`src/rtl/jk_excitation_driver.sv`:
```
// Drive side of a JK flip-flop link: buffers target bits, issues registered J/K excitation
// from a shadow model of the FF state, and checks q feedback two cycles after each issue.
module jk_excitation_driver #(
  parameter int unsigned DEPTH       = 4,
  parameter int unsigned CNT_W       = 8,
  parameter bit          TOGGLE_PREF = 1'b0,
  parameter bit          RESET_Q     = 1'b1
) (
  input  logic             clk,
  input  logic             reset,
  input  logic             in_valid,
  output logic             in_ready,
  input  logic             in_bit,
  output logic             j,
  output logic             k,
  input  logic             q_fb,
  output logic             busy,
  output logic             mismatch,
  output logic [CNT_W-1:0] pass_cnt,
  output logic [CNT_W-1:0] err_cnt
);

  localparam int unsigned AW = (DEPTH > 1) ? $clog2(DEPTH) : 1;

  typedef enum logic [1:0] {StRun, StResync1, StResync2} state_e;

  logic             mem_q [DEPTH];
  logic [AW:0]      wr_ptr_q, wr_ptr_d, rd_ptr_q, rd_ptr_d;
  logic             j_q, j_d, k_q, k_d;
  logic             pred_q, pred_d;
  logic             s1_v_q, s1_v_d, s1_t_q, s1_t_d;
  logic             s2_v_q, s2_v_d, s2_t_q, s2_t_d;
  logic             mismatch_q, mismatch_d;
  logic [CNT_W-1:0] pass_q, pass_d, err_q, err_d;
  state_e           state_q, state_d;

  logic empty, full, push, pop, head;

  assign empty = (wr_ptr_q == rd_ptr_q);
  assign full  = (wr_ptr_q[AW] != rd_ptr_q[AW]) && (wr_ptr_q[AW-1:0] == rd_ptr_q[AW-1:0]);
  assign push  = in_valid && !full;
  assign pop   = (state_q == StRun) && !empty;
  assign head  = mem_q[rd_ptr_q[AW-1:0]];

  always_comb begin
    wr_ptr_d   = wr_ptr_q;
    rd_ptr_d   = rd_ptr_q;
    j_d        = 1'b0;
    k_d        = 1'b0;
    pred_d     = pred_q;
    s1_v_d     = 1'b0;
    s1_t_d     = s1_t_q;
    s2_v_d     = s1_v_q;
    s2_t_d     = s1_t_q;
    mismatch_d = 1'b0;
    pass_d     = pass_q;
    err_d      = err_q;
    state_d    = state_q;

    if (push) wr_ptr_d = wr_ptr_q + 1'b1;

    if (pop) begin
      rd_ptr_d = rd_ptr_q + 1'b1;
      if (pred_q != head) begin
        j_d = TOGGLE_PREF ? 1'b1 : head;
        k_d = TOGGLE_PREF ? 1'b1 : !head;
      end
      pred_d = head;
      s1_v_d = 1'b1;
      s1_t_d = head;
    end

    if (s2_v_q) begin
      if (q_fb == s2_t_q) begin
        if (!(&pass_q)) pass_d = pass_q + 1'b1;
      end else begin
        if (!(&err_q)) err_d = err_q + 1'b1;
        mismatch_d = 1'b1;
        state_d    = StResync1;
        // Flush pending checks: they were issued against a wrong shadow state.
        s1_v_d     = 1'b0;
        s2_v_d     = 1'b0;
      end
    end

    unique case (state_q)
      StResync1: begin
        s1_v_d  = 1'b0;
        s2_v_d  = 1'b0;
        state_d = StResync2;
      end
      StResync2: begin
        pred_d  = q_fb;
        state_d = StRun;
      end
      default: ;
    endcase
  end

  always_ff @(posedge clk) begin
    if (push) mem_q[wr_ptr_q[AW-1:0]] <= in_bit;
  end

  always_ff @(posedge clk) begin
    if (reset) begin
      wr_ptr_q   <= '0;
      rd_ptr_q   <= '0;
      j_q        <= 1'b0;
      k_q        <= 1'b0;
      pred_q     <= RESET_Q;
      s1_v_q     <= 1'b0;
      s1_t_q     <= 1'b0;
      s2_v_q     <= 1'b0;
      s2_t_q     <= 1'b0;
      mismatch_q <= 1'b0;
      pass_q     <= '0;
      err_q      <= '0;
      state_q    <= StRun;
    end else begin
      wr_ptr_q   <= wr_ptr_d;
      rd_ptr_q   <= rd_ptr_d;
      j_q        <= j_d;
      k_q        <= k_d;
      pred_q     <= pred_d;
      s1_v_q     <= s1_v_d;
      s1_t_q     <= s1_t_d;
      s2_v_q     <= s2_v_d;
      s2_t_q     <= s2_t_d;
      mismatch_q <= mismatch_d;
      pass_q     <= pass_d;
      err_q      <= err_d;
      state_q    <= state_d;
    end
  end

  assign in_ready = !full;
  assign j        = j_q;
  assign k        = k_q;
  assign mismatch = mismatch_q;
  assign pass_cnt = pass_q;
  assign err_cnt  = err_q;
  assign busy     = !empty || s1_v_q || s2_v_q || (state_q != StRun);

endmodule

```
`config.mk`:
```
export PLATFORM = sky130hd
export DESIGN_NAME = jk_excitation_driver
export DESIGN_NICKNAME = d
export VERILOG_FILES = /design/src/rtl/jk_excitation_driver.sv
export SDC_FILE = /design/constraint.sdc
export NUM_CORES = 1
export LEC_CHECK = 0
export BUFFER_PORTS_ARGS = -buffer_cell sky130_fd_sc_hd__buf_2
export CAP_MARGIN = 0
export CORE_MARGIN = 2
export CORE_UTILIZATION = 55
export CTS_CLUSTER_SIZE = 8
export DETAILED_ROUTE_END_ITERATION = 6
export PLACE_DENSITY = 0.81
export SLEW_MARGIN = 25
export SYNTH_ARGS = -nofsm -noshare
export SYNTH_HDL_FRONTEND = slang
export SYNTH_SLANG_ARGS = --single-unit
```
`constraint.sdc`:
```
create_clock -name clk -period 1.67 [get_ports clk]
set_input_delay 0.0835 -clock clk [delete_from_list [all_inputs] [get_ports clk]]
set_output_delay 0.0835 -clock clk [all_outputs]
set_load 0.05 [all_outputs]
```
==> summary.md, run 1 <==
| Metric | Value |
|---|---|
| Clk_lat worst skew | 0.36 ns |
| YS warnings | 0 |
| Antenna diodes | 0 |
| Critical Path Sink Type | flip-flop |
| Max-slew violations | 0 |
| Slowest-stage cell, CP | dfxtp_4 |
| Clock slew at reported path FFs | 0.11 ns |
| CP Max Fanout | 5 |
| DR vias | 1404 |
| Leak | 0.852 nW |
| Clk_skew | 0.00893 ns |
| Post-synth EDFFs | 4 |
| GP Congestion | 0.866 |
| PD cells | 1270 mW/mm2 |
| Die area | 0.00363 mm2 |
| First-pass GRT wire length | 5530 um |
| Starting DRC count in detailed routing | 75 |
| R2r setup slk | 0.009 ns |
| Row count | 20 |
| Port Buf Inserts | 25 |
| Layout area overhead | 20.4% |
| Non-filler cells, final | 255 |
| Placed wire-length estimate | 2410 um |
| Layout cells sized above 1 | 29.9% |
| Netlist Area Pre-Place | 0.00174 mm2 |
| Final hold violations | 0 |
| Leading post-synthesis cells by cell area | dfxtp_1, ha_1, edfxtp_1 |
| Final setup viols | 0 |
| GR Util met2 | 33.2% |
| MaxCap Viol Count | 0 |
| Yosys reg bits | 38 |
| Clk Tree Root Cell | clkbuf_4 |
| Hold Path Class | primary input to flip-flop |
| Net count, final | 225 |
| GRT overflow | 0 |
| Number of library cell types mapped by synthesis | 37 |
| CP Data Required Time | 1.93 ns |
| Largest net degree at the start of global routing | 37 |
| FFs w/ async S/R, synth | 0% |
| Synth top cells by count | dfxtp_1, nor2_1, a21oi_1, ha_1 |
| Core area | 0.00303 mm2 |
| Critical Path, Cell by Cell | ha_4 > nand3_1 > o211ai_1 > buf_4 > buf_4 > o31a_1 > o21ba_2 |
| Setup crit start kind | flip-flop |
| Mapped Avg Cell Area | 9.99 um2 |
| Final period utilization | 99.5% |
| Max Buffers Root-to-Sink | 2 |
| Power Total | 0.00265 W |
| Final ANT Viol Nets | 0 |
| Vias per cell | 5.51 |
| Post-Syn Nets | 189 |
| Peak supply drop | 1.04 mV |
| CTS tree | built |
| Status | complete, no violations |
| Met3 Track Usage GR | 4.76% |
| CTS Sinks | 38 |
| CP dominant cell by count | buf_4 |
| Most used routing layer | met2 |
| Mapped Cells | 174 |
| Tmin final | 1.66 ns |
| Synth top area share | 39.2% |
| Die Height | 60.2 um |
| Initial antenna violation count | 0 |
| CP max stage delay | 0.38 ns |
| Number of H-tree levels | 2 |
| Met1 usage | 25.9% |
| Most frequent cell after synthesis | dfxtp_1 |
| Wire per inst | 13.7 um |
| Final wirelength | 3500 um |
| Initial Util | 57.4% |
| Largest area contributor in the netlist | dfxtp_1 |
| Die Span X | 60.2 um |
| Fmax | 602 MHz |
| Drt drc | 0 |
| Top FF cell, synth | dfxtp_1 |
| Worst-margin pin slew | 0.649 ns |
| Vias in the first global route | 1292 |
| Critical path data arrival time | 1.92 ns |
| Worst slew margin | 56.8% |
| Sequential area share after synthesis | 46.1% |
| Setup CP Type | flip-flop to flip-flop |
| # IOs | 26 |
| Gr usage total | 20.8% |
| Cells after DPL | 242 |
| TritonRoute pass-1 iters | 5 |
| Cts bufs inserted | 5 |
## critical path, delay by kind of cell (launching register included)
family	cells	cell delay (ns)
adders and majority gates	1	0.17
AOI/OAI and AO/OA	3	0.61
DFF	1	0.38
and+or+nand+nor	1	0.08
buffers and inverters	2	0.33
## per-layer routing
| layer | part of all wire [%] | vias up |
|---|---|---|
| met3 | 4.1 | 8 |
| li1 | - | 699 |
| met1 | 45 | 667 |
| met4 | 1.9 | 0 |
| met5 | 0 | - |
| met2 | 49 | 30 |
## per-stage QoR
stage / hold slack, ns / utilization [%] / setup slack [ns] / area [um2] / setup TNS [ns]
after CTS: 0.149 / 67.6 / 0.0501 / 2050 / 0
after global routing: 0.193 / 69.1 / -0.0387 / 2090 / -0.0710
after floorplan: 0.182 / - / 0.00638 / 1760 / 0
after detailed placement: 0.304 / 64.3 / 0.0754 / 1950 / 0
after global placement: 0.301 / 64.3 / 0.136 / 1950 / 0
final: 0.160 / 69.1 / 0.00904 / 2090 / 0
## cell usage in the layout, fill, tap and decap left out, types with 3 or more instances in the layout
cell type   n
buf_2      26
dfxtp_1    21
nor2_1     16
dfxtp_2    11
a21oi_1    10
ha_1        9
inv_1       8
nand3_1     8
o21ai_0     8
nand2_1     7
or3_1       7
buf_4       7
xor2_1      5
mux2i_1     5
clkbuf_4    5
and2_1      4
o31ai_1     4
or4_1       4
nor4_1      4
edfxtp_1    4
xor2_2      3
xnor2_1     3
o31a_1      3
nor4b_1     3
nor3_1      3
## logic make-up (layout without fill, tap and decap cells)
family | Yosys count | after routing | share of synthesized area [%]
AOI/OAI and AO/OA | 33 | 33 | 13.5
xor gates and xnor gates | 11 | 11 | 5.98
adders and majority gates | 10 | 10 | 7.20
buffers and inverters | 13 | 50 | 2.88
DFF | 38 | 38 | 46.1
muxes | 6 | 6 | 4.18
and+or+nand+nor | 63 | 63 | 20.2
## area by class of cell
| cell class | instances | area, um2 |
|---|---|---|
| Fill cell | 233 | 935 |
| Clock buffer | 7 | 45.0 |
| Clock inverter | 1 | 30.0 |
| Multi-Input combinational cell | 123 | 918 |
| Inverter | 8 | 30.0 |
| Timing Repair Buffer | 34 | 193 |
| Sequential cell | 38 | 822 |
| Tap cell | 44 | 55.1 |
## sequential cells by signal, indices dropped and copies added (netlist names), named ones only
signal,cells
err_cnt,8
pass_cnt,8
mem_q,4
rd_ptr_q,3
wr_ptr_q,3
state_q,2
j,1
k,1
mismatch,1
pred_q,1
s1_t_q,1
s1_v_q,1
s2_t_q,1
s2_v_q,1
## report_power, final
group | internal, W | total (W) | leakage (nW) | switching, W
clock | 0.000317 | 0.000619 | 0.0395 | 0.000302
combinational | 0.000369 | 0.000883 | 0.492 | 0.000513
sequential | 0.00105 | 0.00115 | 0.320 | 0.000104
total | 0.00173 | 0.00265 | 0.852 | 0.000919
## worst paths after layout
check	to	startpoint	cells after the start
min	pred_q$_SDFFE_PP1P_	q_fb	3
min reg2reg	j$_SDFF_PP0_	pred_q$_SDFFE_PP1P_	1
max reg2reg	pass_cnt[6]$_SDFFE_PP0P_	pass_cnt[0]$_SDFFE_PP0P_	7
max	pass_cnt[6]$_SDFFE_PP0P_	pass_cnt[0]$_SDFFE_PP0P_	7
## timing repair
action / in CTS / in global routing
endpoints found under the setup margin: 2 / 7
pin swaps: 0 / 2
hold endpoints to repair: 4 / 0
cloned: 0 / 1
gates resized for setup: 2 / 5
buffers inserted: 0 / 3
hold buffers: 1 / 0
Note: power is estimated with default switching activity, not from simulation.
==> run 2, diff against run 1 <==
--- a/config.mk
+++ b/config.mk
@@ -12,6 +12,7 @@
 export CTS_CLUSTER_SIZE = 8
 export DETAILED_ROUTE_END_ITERATION = 6
 export PLACE_DENSITY = 0.81
+export REMOVE_ABC_BUFFERS = 1
 export SLEW_MARGIN = 25
 export SYNTH_ARGS = -nofsm -noshare
 export SYNTH_HDL_FRONTEND = slang
==> run 2 against run 1 <==
Sequential cell count unchanged. Wire length decreased by 3.0%. Largest power group unchanged. Power decreased by 3.6%. Critical path depth decreased by 2. Core utilization increased by 0.33 points. First-iteration DRC count decreased by 4.0%. Non-clock buffer count increased by 2.
==> summary.md, run 2 (synthesis gave the netlist of run 1 again) <==
| Metric | Value |
|---|---|
| Status | complete, no violations |
| CTS Sinks | 38 |
| Peak supply drop | 1.39 mV |
| Core area | 0.00303 mm2 |
| Setup crit start kind | flip-flop |
| Layout cells sized above 1 | 27.2% |
| Hold Path Class | primary input to flip-flop |
| FILL cells | 243 |
| Hold_sp | q_fb |
| Vias in the first global route | 1241 |
| Clock slew at reported path FFs | 0.11 ns |
| Worst Setup SP | rd_ptr_q[1]$_SDFFE_PP0P_ |
| Leak | 0.867 nW |
| Final hold violations | 0 |
| Clk Tree Root Cell | clkbuf_4 |
| Row count | 20 |
| Worst-margin pin slew | 0.633 ns |
| GRT overflow | 0 |
| Starting DRC count in detailed routing | 72 |
| Tmin final | 1.60 ns |
| Drt drc | 0 |
| Wire per inst | 13.2 um |
| Most frequent cells in the layout | dfxtp_1, buf_2, nor2_1 |
| Fmax | 626 MHz |
| Clk_skew | 0.00990 ns |
| Max-slew violations | 0 |
| Die Height | 60.2 um |
| Critical path data arrival time | 1.51 ns |
| R2r setup slk | 0.08 ns |
| Max Buffers Root-to-Sink | 2 |
| Die Span X | 60.2 um |
| Worst slew margin | 57.8% |
| MaxCap Viol Count | 0 |
| Non-filler cells, final | 257 |
| Final wirelength | 3400 um |
| Reg-to-reg startpoint | pass_cnt[1]$_SDFFE_PP0P_ |
| Setup TNS Final | 0 ns |
| Vias per cell | 5.61 |
| Port Buf Inserts | 25 |
| Initial antenna violation count | 0 |
| Setup CP Type | flip-flop to primary output |
| CP Data Required Time | 1.59 ns |
| Placed wire-length estimate | 2300 um |
| PD cells | 1220 mW/mm2 |
| # IOs | 26 |
| Die area | 0.00363 mm2 |
| CP endpoint | busy |
| CP Max Fanout | 3 |
| Antenna diodes | 0 |
| Final period utilization | 95.6% |
| Net count, final | 227 |
| Cts bufs inserted | 5 |
| R2R depth | 6 |
| Gr usage total | 19.5% |
| Layout area overhead | 21.0% |
| DR vias | 1441 |
| TritonRoute pass-1 iters | 4 |
| Cells after DPL | 244 |
| First-pass GRT wire length | 5180 um |
| Final setup viols | 0 |
| Number of H-tree levels | 2 |
| Initial Util | 57.4% |
| Clk_lat worst skew | 0.34 ns |
| R2R Path End | pass_cnt[7]$_SDFFE_PP0P_ |
| Most common cell after layout, fill and taps aside | dfxtp_1 |
| CTS tree | built |
| Largest net degree at the start of global routing | 37 |
| GP Congestion | 0.702 |
| Critical Path Sink Type | primary output |
| Final ANT Viol Nets | 0 |
[run 2: cell count changes in the layout (fill, tap and decap cells not counted), moves of 2 or more]
| cell | change |
|---|---|
| buf_2 | -2 |
| buf_4 | +3 |
| dfxtp_1 | +11 |
| dfxtp_2 | -9 |
| dfxtp_4 | -2 |
| or4_1 | -2 |
| or4_4 | +2 |
[run 2: layout make-up]
class	count	area, um2	share of cell area (%)
multi-input cells	123	930	44.2
flip-flops and latches	38	803	38.2
repair buffers	36	225	10.7
clock buffers	7	55.1	2.62
well taps	44	55.1	2.62
inverters	8	30.0	1.43
clock inverters	1	5.00	0.238
[run 2: worst min path at each step]
stage,to,slack (ns),cells past startpoint
2_1_floorplan,err_cnt[3]$_SDFFE_PP0P_,0.15,1
3_3_place_gp,mem_q[3]$_DFFE_PP_,0.30,1
3_5_place_dp,mem_q[3]$_DFFE_PP_,0.31,1
4_1_cts,mismatch$_SDFF_PP0_,0.18,4
5_1_grt,mismatch$_SDFF_PP0_,0.19,4
6_report,mismatch$_SDFF_PP0_,0.19,4
[run 2: repair_timing]
item	4_1_cts	5_1_grt
hold buffers	1	0
setup buffers	0	3
resized for setup	0	14
endpoints found under the hold margin	4	0
setup endpoints to repair	0	9
[run 2: metal layers]
metal	GRT usage [%]	part of all wire [%]
met5	0	0
met4	5.71	1.8
met3	6.49	4.8
met2	34.6	52
met1	22.1	41
[run 2: through the flow]
stage / power [W] / cell area, um2 / worst slack, ns / hold slack (ns) / util [%]
2_1_floorplan: 0.00174 / 1720 / -0.371 / 0.153 / -
3_3_place_gp: 0.00191 / 1940 / 0.127 / 0.303 / 64.2
3_5_place_dp: 0.00194 / 1940 / 0.0358 / 0.307 / 64.2
4_1_cts: 0.00244 / 2010 / 0.00932 / 0.176 / 66.5
5_1_grt: 0.00269 / 2100 / -0.0216 / 0.187 / 69.5
6_report: 0.00256 / 2100 / 0.0732 / 0.188 / 69.5
[run 2: critical path: stages, from the launching register on]
cell and delay, ns:
dfxtp_1 0.38, xor2_2 0.20, buf_4 0.15, nor2_1 0.13, nand4_1 0.11, buf_4 0.21
[run 2: power breakdown]
group	total, W	leakage, nW	switching [W]	internal (W)
Sequential	0.00115	0.314	0.000106	0.00105
Combinational	0.000914	0.518	0.000517	0.000397
Clock	0.000492	0.0353	0.000287	0.000204
Total	0.00256	0.867	0.000910	0.00165
